`src/rtl/pipe_pkg.sv`:
```
// Shared types and constants for the destination-tracking pipeline records.
package pipe_pkg;

  localparam int PIPE_REG_AW = 5;

  typedef struct packed {
    logic                   wen;
    logic [PIPE_REG_AW-1:0] waddr;
  } wr_rec_t;

  localparam wr_rec_t WR_BUBBLE = '{wen: 1'b0, waddr: '0};

  localparam logic [PIPE_REG_AW-1:0] ZERO_REG = '0;

  // Builds a record, dropping the write flag for register 0 since it is hardwired.
  function automatic wr_rec_t makeRec(input logic wen, input logic [PIPE_REG_AW-1:0] waddr);
    wr_rec_t rec;
    rec.wen   = wen && (waddr != ZERO_REG);
    rec.waddr = waddr;
    return rec;
  endfunction

endpackage

```
`src/rtl/sat_counter.sv`:
```
// Up-counter that sticks at all-ones and has a synchronous clear.
module sat_counter #(
  parameter int W = 16
) (
  input  logic         clk,
  input  logic         rst_n,
  input  logic         inc,
  input  logic         clr,
  output logic [W-1:0] q
);

  logic [W-1:0] cnt_q;
  logic [W-1:0] cnt_d;

  // Next count: clear has priority, otherwise step unless already saturated.
  always_comb begin
    cnt_d = cnt_q;
    if (clr) begin
      cnt_d = '0;
    end else if (inc && (cnt_q != {W{1'b1}})) begin
      cnt_d = cnt_q + {{(W-1){1'b0}}, 1'b1};
    end
  end

  // Count register, cleared asynchronously.
  always_ff @(posedge clk or negedge rst_n) begin
    if (!rst_n) begin
      cnt_q <= '0;
    end else begin
      cnt_q <= cnt_d;
    end
  end

  assign q = cnt_q;

endmodule

```
`src/rtl/dest_track_pipe.sv`:
```
// In-flight register-write tracker for the ID/EXE/MEM slots, with stall
// bubbles, flush annulment, performance counters and a runaway-stall flag.
module dest_track_pipe
  import pipe_pkg::*;
#(
  parameter int REG_AW    = PIPE_REG_AW,
  parameter int CNT_W     = 16,
  parameter int MAX_STALL = 3
) (
  input  logic              clk,
  input  logic              rst_n,
  input  logic              issue_valid,
  input  logic              issue_wen,
  input  logic [REG_AW-1:0] issue_waddr,
  input  logic              stall,
  input  logic              flush,
  output logic              write_ID,
  output logic              write_EXE,
  output logic              write_MEM,
  output logic [REG_AW-1:0] waddr_ID,
  output logic [REG_AW-1:0] waddr_EXE,
  output logic [REG_AW-1:0] waddr_MEM,
  output logic              wb_wen,
  output logic [REG_AW-1:0] wb_waddr,
  output logic [CNT_W-1:0]  stall_cnt,
  output logic [CNT_W-1:0]  bubble_cnt,
  output logic              stall_err
);

  localparam int RUN_W = $clog2(MAX_STALL + 2);
  localparam logic [RUN_W-1:0] RUN_LIMIT = RUN_W'(MAX_STALL);

  wr_rec_t id_q, exe_q, mem_q, wb_q;
  wr_rec_t id_d;
  logic    stall_err_q, stall_err_d;
  logic    bubble_inc;
  logic [RUN_W-1:0] run_cnt;

  // An issue that is dropped because of a stall or flush is a counted bubble.
  assign bubble_inc = issue_valid && (flush || stall);

  // ID-slot entry: flush and stall both force a bubble, else take the issue.
  always_comb begin
    id_d = WR_BUBBLE;
    if (!flush && !stall && issue_valid) begin
      id_d = makeRec(issue_wen, issue_waddr);
    end
  end

  // Shift chain: every edge each record moves one slot toward writeback.
  always_ff @(posedge clk or negedge rst_n) begin
    if (!rst_n) begin
      id_q  <= WR_BUBBLE;
      exe_q <= WR_BUBBLE;
      mem_q <= WR_BUBBLE;
      wb_q  <= WR_BUBBLE;
    end else begin
      wb_q  <= mem_q;
      mem_q <= exe_q;
      exe_q <= id_q;
      id_q  <= id_d;
    end
  end

  // The flag rises on the edge that takes the run count past MAX_STALL.
  always_comb begin
    stall_err_d = stall_err_q;
    if (stall && (run_cnt == RUN_LIMIT)) begin
      stall_err_d = 1'b1;
    end
  end

  // Sticky error flag, cleared only by reset.
  always_ff @(posedge clk or negedge rst_n) begin
    if (!rst_n) begin
      stall_err_q <= 1'b0;
    end else begin
      stall_err_q <= stall_err_d;
    end
  end

  sat_counter #(.W(CNT_W)) u_stall_cnt (
    .clk   (clk),
    .rst_n (rst_n),
    .inc   (stall),
    .clr   (1'b0),
    .q     (stall_cnt)
  );

  sat_counter #(.W(CNT_W)) u_bubble_cnt (
    .clk   (clk),
    .rst_n (rst_n),
    .inc   (bubble_inc),
    .clr   (1'b0),
    .q     (bubble_cnt)
  );

  sat_counter #(.W(RUN_W)) u_run_cnt (
    .clk   (clk),
    .rst_n (rst_n),
    .inc   (stall),
    .clr   (!stall),
    .q     (run_cnt)
  );

  assign write_ID  = id_q.wen;
  assign waddr_ID  = id_q.waddr;
  assign write_EXE = exe_q.wen;
  assign waddr_EXE = exe_q.waddr;
  assign write_MEM = mem_q.wen;
  assign waddr_MEM = mem_q.waddr;
  assign wb_wen    = wb_q.wen;
  assign wb_waddr  = wb_q.waddr;
  assign stall_err = stall_err_q;

endmodule

```
`config.mk`:
```
export PLATFORM = sky130hd
export DESIGN_NAME = dest_track_pipe
export DESIGN_NICKNAME = d
export VERILOG_FILES = /design/src/rtl/pipe_pkg.sv /design/src/rtl/sat_counter.sv /design/src/rtl/dest_track_pipe.sv
export SDC_FILE = /design/constraint.sdc
export NUM_CORES = 1
export LEC_CHECK = 0
export CAP_MARGIN = 20
export CORE_UTILIZATION = 51
export DETAILED_ROUTE_END_ITERATION = 12
export PLACE_DENSITY = 0.92
export SYNTH_ARGS = -nofsm -noshare
export SYNTH_HDL_FRONTEND = slang
export SYNTH_SLANG_ARGS = --single-unit
```
`constraint.sdc`:
```
create_clock -name clk -period 5.15 [get_ports clk]
set_input_delay 0.7725 -clock clk [delete_from_list [all_inputs] [get_ports clk]]
set_output_delay 0.7725 -clock clk [all_outputs]
set_load 0.01 [all_outputs]
```
# == Word level (Yosys, flattened, before mapping) ==
# Cells that the tools add are included.
# word_totals
elab_cells,35
out_inout_bits,57
inputBits,11
reg_bits,60
# classes
add_sub_neg,3
n_reduce_logical,12
n_eq_ne,5
n_mux,3
# ops
op,n
"16-bit by 1-bit adder with 16-bit output, second input constant",2
"16-bit inequality test, second input constant",2
1-bit logical AND,8
3-bit two-way mux,2
6-bit two-way mux,1
5-bit nonzero test,1
"3-bit by 1-bit adder with 3-bit output, second input constant",1
"3-bit by 2-bit == test with 1-bit output, second input constant",1
"3-bit inequality test, second input constant",1
1-bit zero test,2
"2-bit by 1-bit inequality test with 1-bit output, second input constant",1
1-bit logical OR,1

# == Longest topological paths before layout ==
# depth
depth_word,4
depth_mapped,5
depth_no_buf,5

# == Hierarchy ==
# From an unflattened synthesis, not the netlist that was laid out.
# hier_totals
cells_unflattened,249
hier_area_um2,2780.2
# by_module_without_submodules
module,area_each_um2,cells_each,n_inst,seq_area_each_um2
sat_counter (u_bubble_cnt ...),942.2,98,2,400.4
dest_track_pipe,711.9,38,1,625.6
sat_counter (u_run_cnt),183.9,15,1,75.1

# == Worst setup path after synthesis ==
# Ideal clock, no wire load.
# synth_path
path_kind,input to register
start,input port stall
end,register u_stall_cnt.cnt_q[14] (netlist: u_stall_cnt.q[14])
path_slack_ns,3.302
setup_time_ns,0.079
arrival_ns,1.768
path_stages,5
t_required_ns,5.071
cell_sequence,buf_4 > nand4_1 > or3_2 > nor3_2 > xor2_1
# synth_via
elab_chain_len,1
# synth_rtl
item,line_no,source
start: declaration,dest_track_pipe.sv:15,"input logic stall,"
1-bit logical AND,sat_counter.sv:20,end else if (inc && (cnt_q != {W{1'b1}})) begin
end signal: assignment,sat_counter.sv:30,cnt_q <= cnt_d;
end: declaration,sat_counter.sv:12,logic [W-1:0] cnt_q;
# No other way between the ends.
# A chain may end at the register's enable or synchronous reset.

# == Worst setup path after layout ==
# layout_path
start,input port stall
end,register u_bubble_cnt.cnt_q[14] (netlist: u_bubble_cnt.q[14])
# layout_via
elab_chain_len,3
# layout_rtl
item,line_no,source
1-bit logical OR,dest_track_pipe.sv:40,assign bubble_inc = issue_valid && (flush || stall);
1-bit logical AND,dest_track_pipe.sv:40,
1-bit logical AND,sat_counter.sv:20,
end signal: assignment,sat_counter.sv:30,
end: declaration,sat_counter.sv:12,
# No other way between the ends.

==> impl_metrics.xml <==
<?xml version="1.0" encoding="UTF-8"?>
<metrics>
  <group name="sta">
    <metric name="max_clock_freq" unit="MHz">415.5</metric>
    <metric name="final_max_slew_viol_count" unit="">0</metric>
    <metric name="clock_skew" unit="ns">0.005225</metric>
    <metric name="worst_slew_margin_rel" unit="%">52.42</metric>
    <metric name="fin_hold_ws" unit="ns">0.3732</metric>
    <metric name="finalHoldViolCount" unit="">0</metric>
    <metric name="final_period_minus_worst_setup_slack" unit="ns">2.407</metric>
    <metric name="max_slew.worst_pin.slew" unit="ns">0.7137</metric>
    <metric name="min_setup_slack_post_route" unit="ns">2.743</metric>
    <metric name="post-route-period-util" unit="%">46.74</metric>
    <metric name="setup_repair_after_global_routing_missed_its_margin" unit="">no</metric>
    <metric name="setup-violations-final" unit="">0</metric>
    <metric name="finalSetupTns" unit="ns">0</metric>
  </group>
  <group name="setup_path">
    <metric name="worst_setup_path_end_kind" unit="">flop</metric>
    <metric name="worst_setup_path_start_kind" unit="">primary input</metric>
    <metric name="slowest_stage" unit="">clkdlybuf4s50_1</metric>
    <metric name="worst_ep_arrival_time" unit="ns">2.63</metric>
    <metric name="r2r_cells" unit="">4</metric>
    <metric name="worstPathRequired" unit="ns">5.37</metric>
    <metric name="critical_path.cell_chain" unit="">clkdlybuf4s50_1, o211ai_1, nor4_1, nand4_1, xnor2_1</metric>
    <metric name="critical_path.max_stage_delay" unit="ns">0.75</metric>
    <metric name="path_delay_family" unit="">buffers and inverters</metric>
    <metric name="worst-path-stages" unit="">5</metric>
    <metric name="worstSetupPathType" unit="">primary input to flop</metric>
    <metric name="worstPathBufferInverterCount" unit="">1</metric>
    <metric name="crit_path_max_fanout" unit="">13</metric>
  </group>
  <group name="floorplan">
    <metric name="die-area" unit="µm²">5105</metric>
    <metric name="std_cell_rows" unit="">24</metric>
    <metric name="core_area" unit="µm²">4504</metric>
    <metric name="initial_utilization" unit="%">54.61</metric>
    <metric name="io_pins" unit="">68</metric>
    <metric name="die_h" unit="µm">71.45</metric>
    <metric name="die_w" unit="µm">71.45</metric>
  </group>
  <group name="run_status">
    <metric name="status" unit="">finished, final reports clean</metric>
  </group>
  <group name="clock_network">
    <metric name="ctsRootBufferMaster" unit="">clkbuf_8</metric>
    <metric name="ctsResizeCount" unit="">0</metric>
    <metric name="htreeDepth" unit="">3</metric>
    <metric name="cts.sinks" unit="">60</metric>
    <metric name="post_cts_setup_buffer_count" unit="">0</metric>
    <metric name="numCtsBuffers" unit="">9</metric>
    <metric name="clock_tree_from_tritoncts" unit="">done</metric>
    <metric name="clk_latency" unit="ns">0.34</metric>
    <metric name="max-clock-path-buffers" unit="">2</metric>
    <metric name="cts-hold-fix-buffers" unit="">0</metric>
    <metric name="clk_transition_reported_paths" unit="ns">0.06</metric>
  </group>
  <group name="synthesis">
    <metric name="yosys_warnings" unit="">0</metric>
    <metric name="ys_top_cells_by_count" unit="">dfrtp_1 (60), xor2_1 (16), nand2_1 (13), nand3_1 (10), nor2_1 (10)</metric>
    <metric name="netlist.top_cell.by_area" unit="">dfrtp_1</metric>
    <metric name="synthMostInstantiatedCell" unit="">dfrtp_1</metric>
    <metric name="synthFlopType" unit="">dfrtp_1</metric>
    <metric name="fraction_of_synthesis_flops_using_an_asynchronous_set_or_reset_pin" unit="%">100.0</metric>
    <metric name="yosys_register_bits" unit="">60</metric>
    <metric name="sequential_to_total_area_share_from_yosys_stat" unit="%">61.04</metric>
    <metric name="top_cells_by_area_synth" unit="">dfrtp_1 (61%), xor2_1 (5.7%), xnor2_1 (3.2%), ha_1 (2.5%), nand4_1 (2.3%)</metric>
    <metric name="synth.top_cell.area_share" unit="%">61.04</metric>
    <metric name="synthesized_area" unit="µm²">2460</metric>
    <metric name="syn_area_per_cell" unit="µm²">12.30</metric>
    <metric name="syn-instance-count" unit="">200</metric>
    <metric name="net_count_after_synthesis" unit="">216</metric>
    <metric name="synth_cell_type_count" unit="">35</metric>
    <metric name="synth-edff-count" unit="">0</metric>
  </group>
  <group name="global_route">
    <metric name="maximum_number_of_pins_on_one_net_before_global_route_repair" unit="">61</metric>
    <metric name="number_of_global_route_vias_before_repair" unit="">1777</metric>
    <metric name="antenna_found_initial" unit="">0</metric>
    <metric name="total_track_usage" unit="%">22.16</metric>
    <metric name="overall_overflow_remaining_after_global_route" unit="">0</metric>
    <metric name="first_pass_grt_wire_length" unit="mm">8.314</metric>
  </group>
  <group name="routing">
    <metric name="drc_violation_count_after_routing" unit="">0</metric>
    <metric name="first_pass_iters" unit="">4</metric>
    <metric name="avgViaCountPerCell" unit="">5.629</metric>
    <metric name="routedWlPerCell" unit="µm">15.58</metric>
    <metric name="detail-route-antenna-nets" unit="">0</metric>
    <metric name="initialDrtViolationCount" unit="">67</metric>
    <metric name="wirelength" unit="mm">5.205</metric>
    <metric name="vias" unit="">1880</metric>
  </group>
  <group name="min_path">
    <metric name="worst_hold_path_type" unit="">flop to flop</metric>
    <metric name="min_delay_path_depth" unit="">0</metric>
  </group>
  <group name="flow_run">
    <metric name="max_cap_viols" unit="">0</metric>
  </group>
  <group name="pwr">
    <metric name="static-leakage-power" unit="nW">1.537</metric>
    <metric name="power" unit="mW">1.346</metric>
    <metric name="power-per-cell-area" unit="nW/µm²">396.7</metric>
    <metric name="ir_worst_vdd" unit="mV">0.3391</metric>
  </group>
  <group name="layout">
    <metric name="drive_above_1_share" unit="%">9.574</metric>
    <metric name="fillers" unit="">308</metric>
    <metric name="area_of_the_multi_input_gates" unit="µm²">939.7</metric>
    <metric name="diodes" unit="">0</metric>
    <metric name="synthToLayoutAreaGrowth" unit="%">37.94</metric>
    <metric name="design.final.nets" unit="">294</metric>
    <metric name="seqCellArea" unit="µm²">1501</metric>
  </group>
  <group name="placement">
    <metric name="post-dp-hpwl" unit="mm">3.654</metric>
    <metric name="port-buffer-count" unit="">67</metric>
    <metric name="pre_cts_slack" unit="ns">2.386</metric>
    <metric name="routabilityCongestion" unit="">0.8674</metric>
  </group>
</metrics>
worst paths after layout:
path	to	slack (ns)	start
max	u_bubble_cnt.q[14]	2.74	stall
min	wb_waddr[2]	0.37	waddr_MEM[2]
max reg2reg	u_stall_cnt.q[1]	3.30	u_stall_cnt.q[8]
min reg2reg	wb_waddr[2]	0.37	waddr_MEM[2]
max in group asynchronous	u_stall_cnt.q[13]	4.10	rst_n
min in group asynchronous	waddr_MEM[0]	0.56	rst_n
power by group:
part	internal (mW)	switching (mW)
sequential	0.534	0.0878
combinational	0.168	0.128
clock	0.261	0.168
worst reg2reg max path, cell delays in order (launching register included):
cell     delay [ns]
dfrtp_1        0.49
nand4_2        0.21
or4_4          0.63
nand2_4        0.11
mux2_4         0.31
layer usage:
layer / share of wire (%) / vias to the layer above / global-route usage [%]
met5: 0 / - / 0
li1: - / 880 / -
met3: 6.6 / 19 / 5.485
met1: 42 / 914 / 27.19
met4: 2.5 / 0 / 14.38
met2: 49 / 67 / 35.24
flip-flops by register name, indices dropped and copies added (netlist names):
signal,cells
u_bubble_cnt.q,16
u_stall_cnt.q,16
waddr_EXE,5
waddr_ID,5
waddr_MEM,5
wb_waddr,5
u_run_cnt.q,3
stall_err,1
wb_wen,1
write_EXE,1
write_ID,1
write_MEM,1
cells in the final DEF (no fill, tap or decap), types with 5 or more instances in the layout:
| cell type | instances |
|---|---|
| nor2_1 | 10 |
| dfrtp_1 | 60 |
| xor2_1 | 16 |
| a21oi_1 | 7 |
| ha_1 | 5 |
| nand4_1 | 9 |
| xnor2_1 | 9 |
| o21ai_0 | 5 |
| nand2_1 | 13 |
| and3_1 | 7 |
| nand3_1 | 10 |
| nor4_1 | 7 |
| clkbuf_8 | 12 |
| clkdlybuf4s50_1 | 66 |
| nor3_1 | 6 |
metrics by stage:
step	cell area, µm²	instances	utilization [%]
2_1_floorplan	2460	200	-
3_3_place_gp	3191	319	70.83
3_5_place_dp	3191	319	70.83
4_1_cts	3393	334	75.33
5_1_grt	3393	334	75.33
6_report	3393	334	75.33
kinds of logic (layout without fill, tap and decap cells):
| group | count (synthesis) | in the layout | share of synthesized area, % |
|---|---|---|---|
| buffers and inverters | 4 | 86 | 0.7631 |
| muxes | 4 | 4 | 1.933 |
| DFF | 60 | 60 | 61.04 |
| AOI/OAI and AO/OA | 22 | 22 | 5.697 |
| xor gates and xnor gates | 25 | 25 | 8.901 |
| adders and majority gates | 5 | 5 | 2.543 |
| and+or+nand+nor | 80 | 80 | 19.13 |
final cells by class:
cell class	instances	area share [%]
Multi-Input combinational cell	136	27.69
Tap cell	52	1.917
Clock inverter	1	0.8850
Timing Repair Buffer	68	19.84
Clock buffer	14	5.089
Inverter	3	0.3319
Sequential cell	60	44.25
(Power assumes the default switching activity.)
==> RTL edit: new RTL, same flow settings <==
The parameter `MAX_STALL` goes from 3 to 5.
--- a/src/rtl/dest_track_pipe.sv
+++ b/src/rtl/dest_track_pipe.sv
@@ -6,5 +6,5 @@
   parameter int REG_AW    = PIPE_REG_AW,
   parameter int CNT_W     = 16,
-  parameter int MAX_STALL = 3
+  parameter int MAX_STALL = 5
 ) (
   input  logic              clk,
Check against the original RTL: not equivalent (a bounded check fails within 10 cycles, from zero or initial values and one cycle with rst_n low).
==> RTL edit against the original RTL <==
Sequential cell count did not move; sequential power increased by 1%; synthesized area grew 1.1%; routed wire length is 6.5% lower; largest cell class unchanged; via count shrank 3.2%; total power is 2.5% higher; final area grew 1.2%; critical endpoint is now u_bubble_cnt.q[13]$_DFFE_PN0P_; setup slack worse by 0.0044 ns.
==> RTL edit: results (changes against the original RTL) <==
status: "finished clean"
cts_buffer_depth: 2  # unchanged
grt_pass1_wl_um: 8128  # -2.2%
grt_pass1_vias: 1742  # -2.0%
synth_area_leaders: "dfrtp_1 60%, xor2_1 6.3%, xnor2_1 3.2%"
vias: 1820  # -3.2%
drtIter0Drc: 151  # +130%
track_usage: 0.2093  # -0.01232
r2r_start: "u_bubble_cnt.q[0]$_DFFE_PN0P_"
fill_cells: 323  # +4.9%
skew_ns: 0.009082  # +0.003857 ns
slowest_delay_ns: 0.69  # -0.06 ns
path_max_fanout: 12  # -1
p_leak_nw: 1.539  # about the same
hold_start: "waddr_ID[4]$_DFF_PN0_"
slowest_stage: "clkdlybuf4s50_1"
globalplace.congestion: 0.8279  # -4.6%
seq_area_frac_synth: 0.6039  # -0.006451
drtPass1Iterations: 5  # +1
final_net_count: 290  # -1.4%
tightest_slew_ns: 0.7325  # +0.01878 ns
placed_cell_area_um2: 3218  # +0.86%
peakVddDrop_uv: 206.2  # -39%
hpwl_um: 3468  # -5.1%
crit_arrival_ns: 2.67  # +0.04 ns
drive_gt1_frac: 0.1075  # +0.01178
synth_commonest_cells: "60 x dfrtp_1, 18 x xor2_1, 11 x nand2_1"
-- RTL edit: cell types whose count changed after synthesis, sizes merged, moves of 3 or more --
cell,change
and2,+4
o21ai,-3
nor3b,+4
a31oi,-3
nand2,-3
nor4,-3
-- RTL edit: area by class of cell --
| class | instances | share of cell area |
|---|---|---|
| multi-input cells | 131 | 0.2798 |
| flip-flops and latches | 60 | 0.4372 |
| clock inverters | 6 | 0.02587 |
| repair buffers | 68 | 0.1960 |
| well taps | 54 | 0.01967 |
| clock buffers | 10 | 0.03716 |
| inverters | 4 | 0.004372 |
-- RTL edit: worst paths after layout --
| check | to | slack, ns | cells after the start |
|---|---|---|---|
| max | u_bubble_cnt.q[13]$_DFFE_PN0P_ | 2.74 | 5 |
| min | waddr_EXE[4]$_DFF_PN0_ | 0.36 | 0 |
| max reg2reg | u_bubble_cnt.q[1]$_DFFE_PN0P_ | 3.19 | 5 |
| min reg2reg | waddr_EXE[4]$_DFF_PN0_ | 0.36 | 0 |
| max in group asynchronous | u_bubble_cnt.q[14]$_DFFE_PN0P_ | 4.08 | 2 |
| min in group asynchronous | wb_waddr[2]$_DFF_PN0_ | 0.59 | 2 |
-- RTL edit: cells by family (layout without fill, tap and decap cells) --
kind of cell,Yosys count,after routing,synth area share
AND/OR/NAND/NOR,76,76,0.1928
multiplexers,4,4,0.01711
buffers and inverters,6,88,0.009557
flip-flops,60,60,0.6039
AO/OA/AOI/OAI,19,19,0.05637
adder cells (fa/ha/maj),5,5,0.02516
XOR/XNOR,27,27,0.09512
-- RTL edit: per-stage QoR --
stage | power (mW) | setup slack (ns) | cells | util
2_1_floorplan | 0.7524 | 3.278 | 197 | -
4_1_cts | 1.390 | 2.704 | 333 | 0.7320
3_5_place_dp | 0.9344 | 2.347 | 317 | 0.6859
5_1_grt | 1.443 | 2.598 | 333 | 0.7320
3_3_place_gp | 0.9187 | 2.461 | 317 | 0.6859
6_report | 1.380 | 2.739 | 333 | 0.7320
-- RTL edit: power groups by stage --
stage,registers (mW),logic [mW],clock network (mW)
finish,0.628,0.299,0.454
global route,0.640,0.325,0.478
CTS,0.627,0.303,0.460
detailed placement,0.634,0.301,0
global placement,0.631,0.288,0
floorplan,0.647,0.105,0
-- RTL edit: worst max-delay path, delay by kind of cell --
family | cells | cell delay (ns)
AOI/OAI and AO/OA | 1 | 0.24
xor gates and xnor gates | 1 | 0.17
and+or+nand+nor | 2 | 0.80
buffers and inverters | 1 | 0.69
-- RTL edit: routing by layer --
metal	share of wire	global-route usage	vias to the layer above	wire length, µm
li1	-	-	854	-
met1	0.42	0.2521	895	2044
met2	0.50	0.3417	57	2434
met3	0.058	0.05767	14	280
met4	0.022	0.1155	0	107
met5	0	0	-	0
